==> src/rtl/tausworthe_urng.sv <==
// Uniform random source for the Box-Muller noise path: three combined taus88
// generators stepped twice per request, producing a 48-bit u0 and a 16-bit u1.
module tausworthe_urng #(
    parameter logic [31:0] SEED0 = 32'h0000_1234,
    parameter logic [31:0] SEED1 = 32'h0000_5678,
    parameter logic [31:0] SEED2 = 32'h0009_ABCD
) (
    input  logic        clk,
    input  logic        reset,
    input  logic        seed_load,
    input  logic [95:0] seed_data,
    input  logic        urng_start,
    output logic        urng_done,
    output logic [47:0] u0,
    output logic [15:0] u1
);

    typedef enum logic [1:0] {
        StIdle,
        StGenA,
        StGenB,
        StDone
    } state_e;

    state_e      state_q, state_d;
    logic [31:0] s0_q, s0_d;
    logic [31:0] s1_q, s1_d;
    logic [31:0] s2_q, s2_d;
    logic [31:0] a_q, a_d;
    logic [47:0] u0_q, u0_d;
    logic [15:0] u1_q, u1_d;
    logic        done_q, done_d;

    logic [31:0] s0_nx, s1_nx, s2_nx;
    logic [31:0] taus_out;
    logic [31:0] seed0_in, seed1_in, seed2_in;

    function automatic logic [31:0] step_s0(input logic [31:0] s);
        return ((s & 32'hFFFF_FFFE) << 12) ^ (((s << 13) ^ s) >> 19);
    endfunction

    function automatic logic [31:0] step_s1(input logic [31:0] s);
        return ((s & 32'hFFFF_FFF8) << 4) ^ (((s << 2) ^ s) >> 25);
    endfunction

    function automatic logic [31:0] step_s2(input logic [31:0] s);
        return ((s & 32'hFFFF_FFF0) << 17) ^ (((s << 3) ^ s) >> 11);
    endfunction

    always_comb begin
        s0_nx    = step_s0(s0_q);
        s1_nx    = step_s1(s1_q);
        s2_nx    = step_s2(s2_q);
        taus_out = s0_nx ^ s1_nx ^ s2_nx;
    end

    // Seeds below a component's minimum would collapse it to a degenerate cycle.
    always_comb begin
        seed0_in = (seed_data[95:64] < 32'd2)  ? SEED0 : seed_data[95:64];
        seed1_in = (seed_data[63:32] < 32'd8)  ? SEED1 : seed_data[63:32];
        seed2_in = (seed_data[31:0]  < 32'd16) ? SEED2 : seed_data[31:0];
    end

    always_comb begin
        state_d = state_q;
        s0_d    = s0_q;
        s1_d    = s1_q;
        s2_d    = s2_q;
        a_d     = a_q;
        u0_d    = u0_q;
        u1_d    = u1_q;
        done_d  = 1'b0;

        if (seed_load) begin
            s0_d    = seed0_in;
            s1_d    = seed1_in;
            s2_d    = seed2_in;
            state_d = StIdle;
        end else begin
            unique case (state_q)
                StIdle: begin
                    if (urng_start) begin
                        state_d = StGenA;
                    end
                end
                StGenA: begin
                    s0_d    = s0_nx;
                    s1_d    = s1_nx;
                    s2_d    = s2_nx;
                    a_d     = taus_out;
                    state_d = StGenB;
                end
                StGenB: begin
                    s0_d    = s0_nx;
                    s1_d    = s1_nx;
                    s2_d    = s2_nx;
                    u0_d    = {a_q, taus_out[31:16]};
                    u1_d    = taus_out[15:0];
                    done_d  = 1'b1;
                    state_d = StDone;
                end
                StDone: begin
                    state_d = urng_start ? StGenA : StIdle;
                end
                default: begin
                    state_d = StIdle;
                end
            endcase
        end
    end

    always_ff @(posedge clk) begin
        if (reset) begin
            state_q <= StIdle;
            s0_q    <= SEED0;
            s1_q    <= SEED1;
            s2_q    <= SEED2;
            a_q     <= 32'd0;
            u0_q    <= 48'd0;
            u1_q    <= 16'd0;
            done_q  <= 1'b0;
        end else begin
            state_q <= state_d;
            s0_q    <= s0_d;
            s1_q    <= s1_d;
            s2_q    <= s2_d;
            a_q     <= a_d;
            u0_q    <= u0_d;
            u1_q    <= u1_d;
            done_q  <= done_d;
        end
    end

    assign urng_done = done_q;
    assign u0        = u0_q;
    assign u1        = u1_q;

endmodule

==> config.mk <==
export PLATFORM = sky130hd
export DESIGN_NAME = tausworthe_urng
export DESIGN_NICKNAME = d
export VERILOG_FILES = /design/src/rtl/tausworthe_urng.sv
export SDC_FILE = /design/constraint.sdc
export NUM_CORES = 1
export LEC_CHECK = 0
export ABC_AREA = 1
export CORE_ASPECT_RATIO = 0.7
export CORE_MARGIN = 8
export CORE_UTILIZATION = 40
export DETAILED_ROUTE_END_ITERATION = 10
export GPL_TIMING_DRIVEN = 1
export PLACE_DENSITY = 0.72
export SYNTH_ARGS = -nofsm -noshare
export SYNTH_HDL_FRONTEND = slang
export SYNTH_SLANG_ARGS = --single-unit
==> constraint.sdc <==
create_clock -name clk -period 1.6 [get_ports clk]
set_input_delay 0.32 -clock clk [delete_from_list [all_inputs] [get_ports clk]]
set_output_delay 0.32 -clock clk [all_outputs]
set_load 0.05 [all_outputs]
==> flow_summary_export.csv, run 1 <==
group,metric,value,unit
timing,worst_slew_pin_slew,538,ps
timing,fin_tns_setup,0,ps
placed_design,dp_hpwl,23900,µm
global_route,gr-total-overflow,0,
critical_path,worst-r2r-setup-slack,20,ps
critical_path,timing.rr.start,"state_q[1]$_SDFFE_PP0P_",
cells_and_area,drive_gt1_share,14.3,%
pwr,seqPwrFrac,42.1,%
cells_and_area,instances_no_fill,1917,
die,ioPinCount,165,
timing,slew-limit-headroom,63.9,%
timing,fmax,634,MHz
synth,synth_adder_area_share,0.672,%
timing,finalMaxSlewViolations,0,
critical_path,slowest_stage,"o21ai_0",
timing,period_share,98.6,%
timing,hold_viol,0,
clocking,clk_latency,440,ps
worst_hold_path,worst_hold_path.endpoint,"s1_q[19]$_SDFFE_PP0P_",
route,routed.top_layer,"met4",
pwr,switching_power,0.00402,W
placed_design,gp_congestion,0.933,
synth,synth_top_family_by_area,"simple AND/OR/NAND/NOR gates",
route,ant_nets,0,
global_route,grt_pass1_wl,49700,µm
route,drt_wl_total,32500,µm
placed_design,dp.cells,1883,
route,routedWlPerCell,17.0,µm
pwr,p_clk_share,34.6,%
die,coreArea,22700,µm²
synth,syn_area_per_cell,6.72,µm²
synth,yosys_warnings,0,
critical_path,worstPathCellList,"inv_1 -> ha_4 -> inv_2 -> buf_12 -> o21ai_0 -> a21oi_1",
route,drc,0,
critical_path,cp.buffers_inverters,3,
pwr,ir_drop,892,µV
clocking,cts_buffers,17,
timing,fin_skew,12.8,ps
cells_and_area,diodes,0,
clocking,cts_buffer_depth,2,
route,wl_met3,3750,µm
synth,yosys.area.top_type_share,40.2,%
clocking,cts-root-buf,"clkbuf_16",
global_route,grt_usage,22.4,%
timing,setup_viol,0,
global_route,antenna_found_initial,0,
critical_path,arrival,1880,ps
pwr,intPower,0.00862,W
clocking,postCtsHoldBufs,0,
cells_and_area,finish.instance_area,13000,µm²
global_route,grt_max_degree,109,
critical_path,worstSetupPathType,"reg2reg",
critical_path,cp_max_fo,24,
critical_path,critPathLaunchType,"register",
route,met1_length,14300,µm
cells_and_area,fillers,2058,
pwr,combPwrFrac,23.3,%
clocking,path_clk_slew,70,ps
clocking,tritoncts,"yes",
cells_and_area,syn_to_final_growth,39.9,%
die,die_area,28500,µm²
outcome,status,"finished, final reports clean",
flow_run,cap_violations,0,
route,num_vias,9801,
placed_design,dpl_cell_area,12300,µm²
die,die_h,144,µm
pwr,p_leak,6.00,nW
route,drtIter0Drc,1071,
critical_path,critical_path_required,1910,ps
critical_path,critical-path-top-delay-family,"compound AO/OA/AOI/OAI gates",
route,routed-wl-met2,13900,µm
synth,yosysSeqAreaShare,40.2,%
worst_hold_path,hold_class,"in2reg",
synth,synth_compound_area_share,19.8,%
route,viasPerCell,5.11,
synth,synth_nets,1489,
clocking,cts_sinks,187,
critical_path,end_kind,"register",
synth,synth.distinct_cells,28,
clocking,htreeDepth,4,
synth,ys_ff_latch,187,
pwr,cellPowerDensity,971,nW/µm²
timing,final.min_clock_period,1580,ps
synth,syn_area,9310,µm²
synth,synth-xor-area-share,6.12,%
synth,synth.area.mux_share,0,%
global_route,grt_pass1_vias,9355,
critical_path,worst-r2r-cell-count,6,
synth,syn_inst,1384,
route,first_pass_iters,6,
die,chipWidth,198,µm
critical_path,slowest_delay,360,ps
worst_hold_path,holdPathStages,4,
die,start_util,40.9,%
timing,holdWs,337,ps
critical_path,reg2reg_to,"s1_q[24]$_SDFFE_PP0P_",
placed_design,portBuffers,156,
cells_and_area,finish.net_count,1697,
synth,ys_top_cells_by_area,"dfxtp_1, nand2_1, o21ai_0",
synth,yosys.area_share.simple,22.0,%
pwr,p_sw_share,31.8,%
worst_hold_path,holdCritStartpoint,"seed_load",
synth,yosys.area.top_type,"dfxtp_1",
die,fp-row-count,46,
## Yosys cell counts, drive strengths merged
master	number
ha	5
a21oi	127
o21ai	210
o211ai	6
a221oi	12
xnor2	51
or2	6
nor3	1
dfxtp	187
nand3b	4
buf	31
inv	180
nor2	176
and2	2
clkbuf	48
a211oi	1
xor2	14
nand3	54
nand2	269
## what timing repair did
| item | 4_1_cts | 5_1_grt |
|---|---|---|
| endpoints found under the setup margin | 11 | 81 |
| setup buffers | 0 | 0 |
| endpoints found under the hold margin | 0 | 0 |
| pin swaps | 0 | 1 |
| gates resized for setup | 5 | 17 |
| gates cloned | 0 | 2 |
## worst register-to-register path, stage by stage (launching register included)
cell	delay [ps]
dfxtp_1	330
inv_1	80
ha_4	310
inv_2	70
buf_12	160
o21ai_0	370
a21oi_1	130
## how the worst max path moves through the flow
stage                                 end  cells past startpoint                     from
floorplan           s2_q[20]$_SDFFE_PP0P_                      8  state_q[0]$_SDFFE_PP0P_
global placement     s1_q[4]$_SDFFE_PP1P_                     11            seed_data[41]
detailed placement  s1_q[10]$_SDFFE_PP1P_                     11            seed_data[41]
CTS                 s2_q[25]$_SDFFE_PP0P_                      6  state_q[0]$_SDFFE_PP0P_
global route           u1[9]$_SDFFE_PP0P_                     10  state_q[0]$_SDFFE_PP0P_
finish              s1_q[24]$_SDFFE_PP0P_                      6  state_q[1]$_SDFFE_PP0P_
## cells in the final DEF, fill, tap and decap left out, types with 4 or more instances in the layout
master           count
xnor2_1             51
clkdlybuf4s50_1     89
or2_2                6
o21ai_0            181
inv_6                8
inv_1              174
dfxtp_1            186
inv_2                4
o21ai_1             29
nand3b_1             4
a221oi_1            11
nand2_1            267
o211ai_1             6
a21oi_1            127
clkbuf_16           19
nor2_1             175
nand3_1             54
xor2_1              14
buf_4              114
buf_12              61
## metrics by stage
stage	utilization, %	power [W]	worst slack [ps]
after detailed placement	54.1	0.00826	-175
after global placement	54.1	0.00820	-185
after floorplan	-	0.00695	14.9
after CTS	56.8	0.0126	3.83
after global routing	57.3	0.0132	-4.93
final	57.3	0.0126	22.8
## power by group through the flow
stage,registers (W),logic (W),clock network (W)
5_1_grt,0.00534,0.00322,0.00463
3_3_place_gp,0.00539,0.00281,0
2_1_floorplan,0.00545,0.00149,0
3_5_place_dp,0.00540,0.00286,0
4_1_cts,0.00530,0.00289,0.00439
6_report,0.00532,0.00295,0.00437
## flip-flops by register name, indices dropped and copies added (netlist names)
| signal | flops |
|---|---|
| a_q | 32 |
| s0_q | 31 |
| s1_q | 29 |
| s2_q | 28 |
| state_q | 2 |
| u0 | 48 |
| u1 | 16 |
| urng_done | 1 |
## logic make-up after synthesis
group                    count (synthesis)
flip-flops                             187
AND/OR/NAND/NOR                        512
AO/OA/AOI/OAI                          356
buffers and inverters                  259
adder cells (fa/ha/maj)                  5
XOR/XNOR                                65
## cell type report
class	count	area [µm²]	area share, %
Tap cell	312	390	3.00
Clock buffer	19	443	3.40
Timing Repair Buffer	268	3040	23.3
Multi-Input combinational cell	938	4560	35.0
Inverter	180	688	5.29
Sequential cell	187	3740	28.8
Clock inverter	13	154	1.18
## layer usage
| metal | GRT usage (%) | vias to the layer above |
|---|---|---|
| li1 | - | 4804 |
| met1 | 30.5 | 4483 |
| met2 | 33.9 | 475 |
| met3 | 7.24 | 39 |
| met4 | 5.29 | 0 |
| met5 | 0 | - |
Power figures use the tool's default switching activity.
==> inputs of run 2 (changes only) <==
CORE_UTILIZATION = 48   (was 40)
PLACE_DENSITY = 0.83   (was 0.72)
TNS_END_PERCENT = 20   (was not set)
==> run 2 against run 1 <==
Net effect:
- the flow now finishes with violations (setup timing)
- largest power group unchanged
- clock-buffer cell count did not move
- clock skew down 0.61 ps
- critical path type unchanged
- worst hold slack better by 54 ps
==> flow_summary_export.csv, run 2 (synthesis gave the netlist of run 1 again) <==
group,metric,value,unit
outcome,status,"complete, but fails checks",
outcome,violations,"setup timing",
timing,fin_ws,-7.32,ps
critical_path,worst-r2r-cell-count,7,
placed_design,portBuffers,156,
timing,slew-limit-headroom,56.9,%
die,ioPinCount,165,
critical_path,cpMostUsedCell,"buf_12",
critical_path,arrival,1920,ps
timing,holdWs,391,ps
route,wl_met3,4030,µm
route,viasPerCell,5.40,
route,met1_length,13700,µm
cells_and_area,syn_to_final_growth,39.4,%
route,ant_nets,0,
cells_and_area,fillers,1522,
cells_and_area,drive_gt1_share,14.8,%
global_route,grt_pass1_wl,49800,µm
die,chipWidth,182,µm
clocking,cts_buffer_depth,2,
route,first_pass_iters,6,
global_route,grt_pass1_vias,9473,
critical_path,timing.rr.start,"state_q[1]$_SDFFE_PP0P_",
flow_run,cap_violations,0,
pwr,p_leak,6.02,nW
clocking,cts_buffers,17,
placed_design,gp_congestion,0.951,
global_route,antenna_found_initial,0,
route,routed.top_layer,"met4",
global_route,gr-total-overflow,0,
die,coreArea,19000,µm²
critical_path,cp-startpoint,"state_q[1]$_SDFFE_PP0P_",
critical_path,worst-r2r-setup-slack,-7,ps
placed_design,dpl_cell_area,12100,µm²
route,drc,0,
clocking,cts-root-buf,"clkbuf_16",
die,start_util,49.1,%
critical_path,crit_path_end,"s0_q[26]$_SDFFE_PP0P_",
critical_path,worstPathCellList,"inv_4 -> ha_4 -> clkinvlp_4 -> buf_12 -> buf_12 -> o21ai_0 -> a21oi_1",
route,drt_wl_total,32900,µm
timing,fin_skew,12.2,ps
critical_path,end_kind,"register",
die,die_h,133,µm
cells_and_area,largest_reg_flops,48,
timing,final.min_clock_period,1610,ps
timing,rsz0062_at_grt,"true",
timing,worst_slew_pin_slew,643,ps
critical_path,cp_max_fo,9,
route,routedWlPerCell,17.6,µm
cells_and_area,final_common_cell,"nand2_1",
timing,hold_viol,0,
placed_design,dp.cells,1827,
critical_path,critical_path_required,1910,ps
clocking,htreeDepth,4,
critical_path,critPathLaunchType,"register",
pwr,ir_drop,722,µV
clocking,path_clk_slew,70,ps
critical_path,slowest_delay,360,ps
route,routed-wl-met2,14300,µm
timing,fmax,622,MHz
route,num_vias,10100,
pwr,cellPowerDensity,972,nW/µm²
cells_and_area,finish.net_count,1698,
clocking,clk_latency,440,ps
cells_and_area,layout_common_cells,"nand2_1, dfxtp_1, nor2_1",
placed_design,dp_hpwl,23300,µm
clocking,cts_sinks,187,
cells_and_area,diodes,0,
worst_hold_path,hold_class,"in2reg",
timing,finalMaxSlewViolations,0,
cells_and_area,instances_no_fill,1870,
clocking,tritoncts,"yes",
global_route,grt_max_degree,64,
critical_path,slowest_stage,"dfxtp_2",
die,die_area,24200,µm²
timing,period_share,100,%
route,drtIter0Drc,1225,
clocking,postCtsHoldBufs,0,
global_route,grt_usage,25.8,%
critical_path,worstSetupPathType,"reg2reg",
die,fp-row-count,42,
cells_and_area,finish.instance_area,13000,µm²
critical_path,reg2reg_to,"s0_q[26]$_SDFFE_PP0P_",
placed_design,preCtsSetupSlack,-243,ps
timing,setup_viol,3,
## run 2: cell types whose count changed in the layout (fill, tap and decap cells not counted), sizes merged
| cell | delta |
|---|---|
| clkbuf | +5 |
| buf | -4 |
| clkinvlp | +2 |
| inv | -2 |
| bufinv | -1 |
| clkinv | +1 |
## run 2: worst min-delay path by stage
| stage | to | slack (ps) | cells after the start | startpoint |
|---|---|---|---|---|
| 3_3_place_gp | u0[39]$_SDFFE_PP0P_ | 440 | 2 | a_q[23]$_SDFFE_PP0P_ |
| 2_1_floorplan | u0[17]$_SDFFE_PP0P_ | 430 | 2 | a_q[1]$_SDFFE_PP0P_ |
| 3_5_place_dp | u0[29]$_SDFFE_PP0P_ | 450 | 2 | a_q[13]$_SDFFE_PP0P_ |
| 5_1_grt | urng_done$_SDFF_PP0_ | 410 | 3 | reset |
| 4_1_cts | urng_done$_SDFF_PP0_ | 360 | 3 | reset |
| 6_report | urng_done$_SDFF_PP0_ | 390 | 3 | reset |
## run 2: worst max-delay path, delay by kind of cell (launching register included)
| kind | cells | cell delay (ps) |
|---|---|---|
| buf+inv | 4 | 450 |
| compound gates | 2 | 350 |
| flops | 1 | 360 |
| fa+ha+maj | 1 | 300 |
## run 2: cell type report
class,count,area [µm²],share of cell area (%)
clock buffer,19,443,3.41
clock inverter,13,131,1.01
inverter,180,689,5.31
multi-input combinational,938,4560,35.2
sequential,187,3750,28.9
tap,264,330,2.55
timing repair buffer,269,3070,23.7
## run 2: metrics by stage
| step | utilization (%) | power, W | TNS, ps |
|---|---|---|---|
| floorplan | - | 0.00695 | -98.1 |
| global placement | 63.7 | 0.00816 | -2580 |
| detailed placement | 63.7 | 0.00822 | -3010 |
| CTS | 66.8 | 0.0124 | -11.0 |
| global route | 68.4 | 0.0131 | -363 |
| finish | 68.4 | 0.0126 | -18.2 |
## run 2: metal layers
layer | vias to the layer above | track usage, %
met5 | - | 0
met1 | 4606 | 34.2
met4 | 0 | 8.54
met3 | 74 | 7.68
met2 | 600 | 39.5
li1 | 4815 | -
## run 2: report_power, final
group          switching [W]  internal (W)  leakage [nW]
combinational        0.00176       0.00134          4.21
clock                0.00195       0.00223         0.278
sequential          0.000365       0.00496          1.53
## run 2: timing repair
item,4_1_cts,5_1_grt
gates cloned,0,7
resized for setup,3,40
endpoints found under the setup margin,21,100
buffers inserted,0,4
pin swaps,0,7
==> inputs of run 3 (changes only) <==
ABC_AREA = not set   (was 1)
CORE_UTILIZATION = 47   (was 48)
PLACE_DENSITY = 0.82   (was 0.83)
==> run 3 against run 2 <==
Net effect:
- combinational power fell by 19%
- utilization is 0.28 points higher
- clock skew shrank 3.1 ps
- the run still ends with setup timing left
- sequential share of layout area increased by 1.4 points
- wire length shrank 10%
- synthesized cell count fell by 25%
- area after synthesis down 7.3%
- setup slack worse by 68 ps
- power down 5.2%
- clock-buffer cell count is 5 higher
==> flow_summary_export.csv, run 3 <==
group,metric,value,unit
outcome,status,"complete, but fails checks",
outcome,violations,"setup timing",
pwr,p_leak,4.65,nW
route,first_pass_iters,5,
timing,hold_viol,0,
synth,ys_top_cells_by_area,"dfxtp_1, a21oi_1, nor2_1",
critical_path,worstSetupPathType,"reg2reg",
critical_path,path_depth,8,
clocking,cts_buffers,17,
pwr,fin_total_pwr,0.0120,W
timing,worst_slew_pin_slew,589,ps
die,die_area,23000,µm²
global_route,antenna_found_initial,0,
worst_hold_path,holdCritStartpoint,"reset",
cells_and_area,diodes,0,
critical_path,critPathLaunchType,"register",
critical_path,reg2reg_to,"s1_q[23]$_SDFFE_PP0P_",
route,routedWlPerCell,19.5,µm
synth,yosysSeqAreaShare,43.4,%
route,drtIter0Drc,1298,
critical_path,cp.buffers_inverters,3,
flow_run,cap_violations,0,
synth,synth_nets,1143,
clocking,htreeDepth,4,
cells_and_area,final_common_cell,"nor2_1",
timing,fin_skew,9.09,ps
critical_path,timing.rr.start,"state_q[0]$_SDFFE_PP0P_",
critical_path,critical-path-top-delay-family,"buffers and inverters",
critical_path,arrival,2000,ps
route,num_vias,8487,
critical_path,cp_max_fo,7,
synth,syn_area_per_cell,8.31,µm²
worst_hold_path,worst_hold_path.endpoint,"s2_q[24]$_SDFFE_PP0P_",
placed_design,gp_congestion,0.950,
synth,yosys.area.top_type,"dfxtp_1",
global_route,gr-total-overflow,0,
pwr,cellPowerDensity,968,nW/µm²
cells_and_area,layout_common_cells,"nor2_1, dfxtp_1, a21oi_1",
die,ioPinCount,165,
route,drc,0,
synth,synthTopCellsByCount,"nor2_1, dfxtp_1, a21oi_1, nand2_1, xnor2_1",
clocking,postCtsHoldBufs,0,
synth,synth_edf_count,0,
critical_path,critical_path_required,1920,ps
timing,fin_ws,-75.7,ps
critical_path,slowest_stage,"dfxtp_2",
critical_path,slowest_delay,340,ps
placed_design,portBuffers,156,
clocking,tritoncts,"yes",
timing,final.min_clock_period,1680,ps
synth,synth_top_flop_cell,"dfxtp_1",
global_route,grt_pass1_wl,43800,µm
cells_and_area,syn_to_final_growth,43.4,%
route,ant_nets,0,
timing,fin_tns_setup,-477,ps
clocking,cts_sinks,187,
critical_path,worst-r2r-cell-count,8,
synth,yosys.cell_count.top_type,"nor2_1",
placed_design,dp_hpwl,21400,µm
cells_and_area,fillers,1321,
global_route,grt_max_degree,55,
worst_hold_path,hold_class,"in2reg",
die,chipWidth,178,µm
clocking,cts_buffer_depth,2,
synth,syn_inst,1038,
timing,period_share,105,%
cells_and_area,drive_gt1_share,21.0,%
synth,yosys_warnings,0,
timing,finalMaxSlewViolations,0,
synth,syn_area,8630,µm²
timing,fmax,597,MHz
cells_and_area,finish.net_count,1369,
die,fp-row-count,41,
synth,async_reset_ff_share,0,%
clocking,path_clk_slew,70,ps
synth,synth.distinct_cells,34,
critical_path,end_kind,"register",
clocking,cts-root-buf,"clkbuf_16",
critical_path,worstPathCellList,"inv_2 -> ha_4 -> buf_12 -> buf_12 -> mux2i_1 -> nor2_1 -> a21oi_1 -> nor2_1",
die,start_util,47.9,%
die,die_h,129,µm
timing,setup_viol,20,
timing,rsz0062_at_grt,"true",
pwr,ir_drop,799,µV
timing,slew-limit-headroom,60.5,%
global_route,grt_usage,24.5,%
route,drt_wl_total,29600,µm
die,coreArea,18000,µm²
synth,ys_ff_latch,187,
cells_and_area,largest_reg_flops,48,
critical_path,worst-r2r-setup-slack,-80,ps
clocking,clk_latency,440,ps
worst_hold_path,holdPathStages,2,
global_route,grt_pass1_vias,7885,
route,viasPerCell,5.61,
synth,yosys.area.top_type_share,43.4,%
## run 3: changes by cell type after synthesis, sizes merged, moves of 21 or more
cell    previous run  this run
o21ai            210         0
inv              180         3
nand2            269       137
nand3             54         0
mux2i              0        52
a211oi             1        33
a21oi            127       158
xnor2             51        77
nor3b              0        22
nor4               0        21
## run 3: per-layer routing
metal	GRT usage [%]	routed length (µm)	vias to the layer above
li1	-	-	3983
met1	34.5	12900	3972
met2	36.7	12800	477
met3	6.77	3460	55
met4	5.72	494	0
met5	0	0	-
## run 3: cells by family after synthesis
group                      share of synthesized area [%]
DFF                                                 43.4
xor gates and xnor gates                            11.2
and+or+nand+nor                                     20.2
adders and majority gates                          0.725
buffers and inverters                               4.09
muxes                                               6.03
AOI/OAI and AO/OA                                   14.3
## run 3: worst max-delay path by stage
| stage | start | to | slack (ps) |
|---|---|---|---|
| global placement | seed_data[63] | s1_q[9]$_SDFFE_PP1P_ | -400 |
| detailed placement | seed_data[63] | s1_q[14]$_SDFFE_PP1P_ | -470 |
| finish | state_q[0]$_SDFFE_PP0P_ | s1_q[23]$_SDFFE_PP0P_ | -80 |
| global route | state_q[0]$_SDFFE_PP0P_ | s1_q[23]$_SDFFE_PP0P_ | -130 |
| floorplan | state_q[1]$_SDFFE_PP0P_ | s2_q[28]$_SDFFE_PP0P_ | 0.7 |
| CTS | state_q[1]$_SDFFE_PP0P_ | s0_q[7]$_SDFFE_PP0P_ | -60 |
## run 3: stage by stage
| step | instances | hold WS, ps | setup slack [ps] | utilization (%) | cell area (µm²) |
|---|---|---|---|---|---|
| floorplan | 1038 | 432 | 0.712 | - | 8710 |
| global placement | 1474 | 439 | -401 | 63.4 | 11400 |
| detailed placement | 1474 | 447 | -474 | 63.4 | 11400 |
| CTS | 1507 | 239 | -61.5 | 67.1 | 12100 |
| global route | 1513 | 263 | -133 | 68.7 | 12400 |
| finish | 1513 | 274 | -75.7 | 68.7 | 12400 |
## run 3: final cells by class
| cell class | count | area, µm² | area share, % |
|---|---|---|---|
| Inverter | 3 | 16.3 | 0.132 |
| Tap cell | 236 | 295 | 2.39 |
| Clock inverter | 8 | 109 | 0.880 |
| Multi-Input combinational cell | 766 | 4710 | 38.1 |
| Clock buffer | 24 | 492 | 3.98 |
| Timing Repair Buffer | 289 | 3000 | 24.2 |
| Sequential cell | 187 | 3750 | 30.3 |
## run 3: power by group
group | total (W) | switching, W | internal (W)
clock network | 0.00433 | 0.00185 | 0.00248
logic | 0.00251 | 0.00128 | 0.00123
registers | 0.00512 | 0.000260 | 0.00486
## run 3: worst register-to-register path: stages (launching register included)
cell and delay, ps:
dfxtp_2 340, inv_2 60, ha_4 330, buf_12 170, buf_12 140, mux2i_1 210, nor2_1 90, a21oi_1 150
nor2_1 60
## run 3: timing repair
| item | CTS | global route |
|---|---|---|
| setup endpoints to repair | 38 | 93 |
| cloned | 0 | 4 |
| setup buffers | 1 | 4 |
| pin swaps | 1 | 17 |
| resized for setup | 16 | 39 |
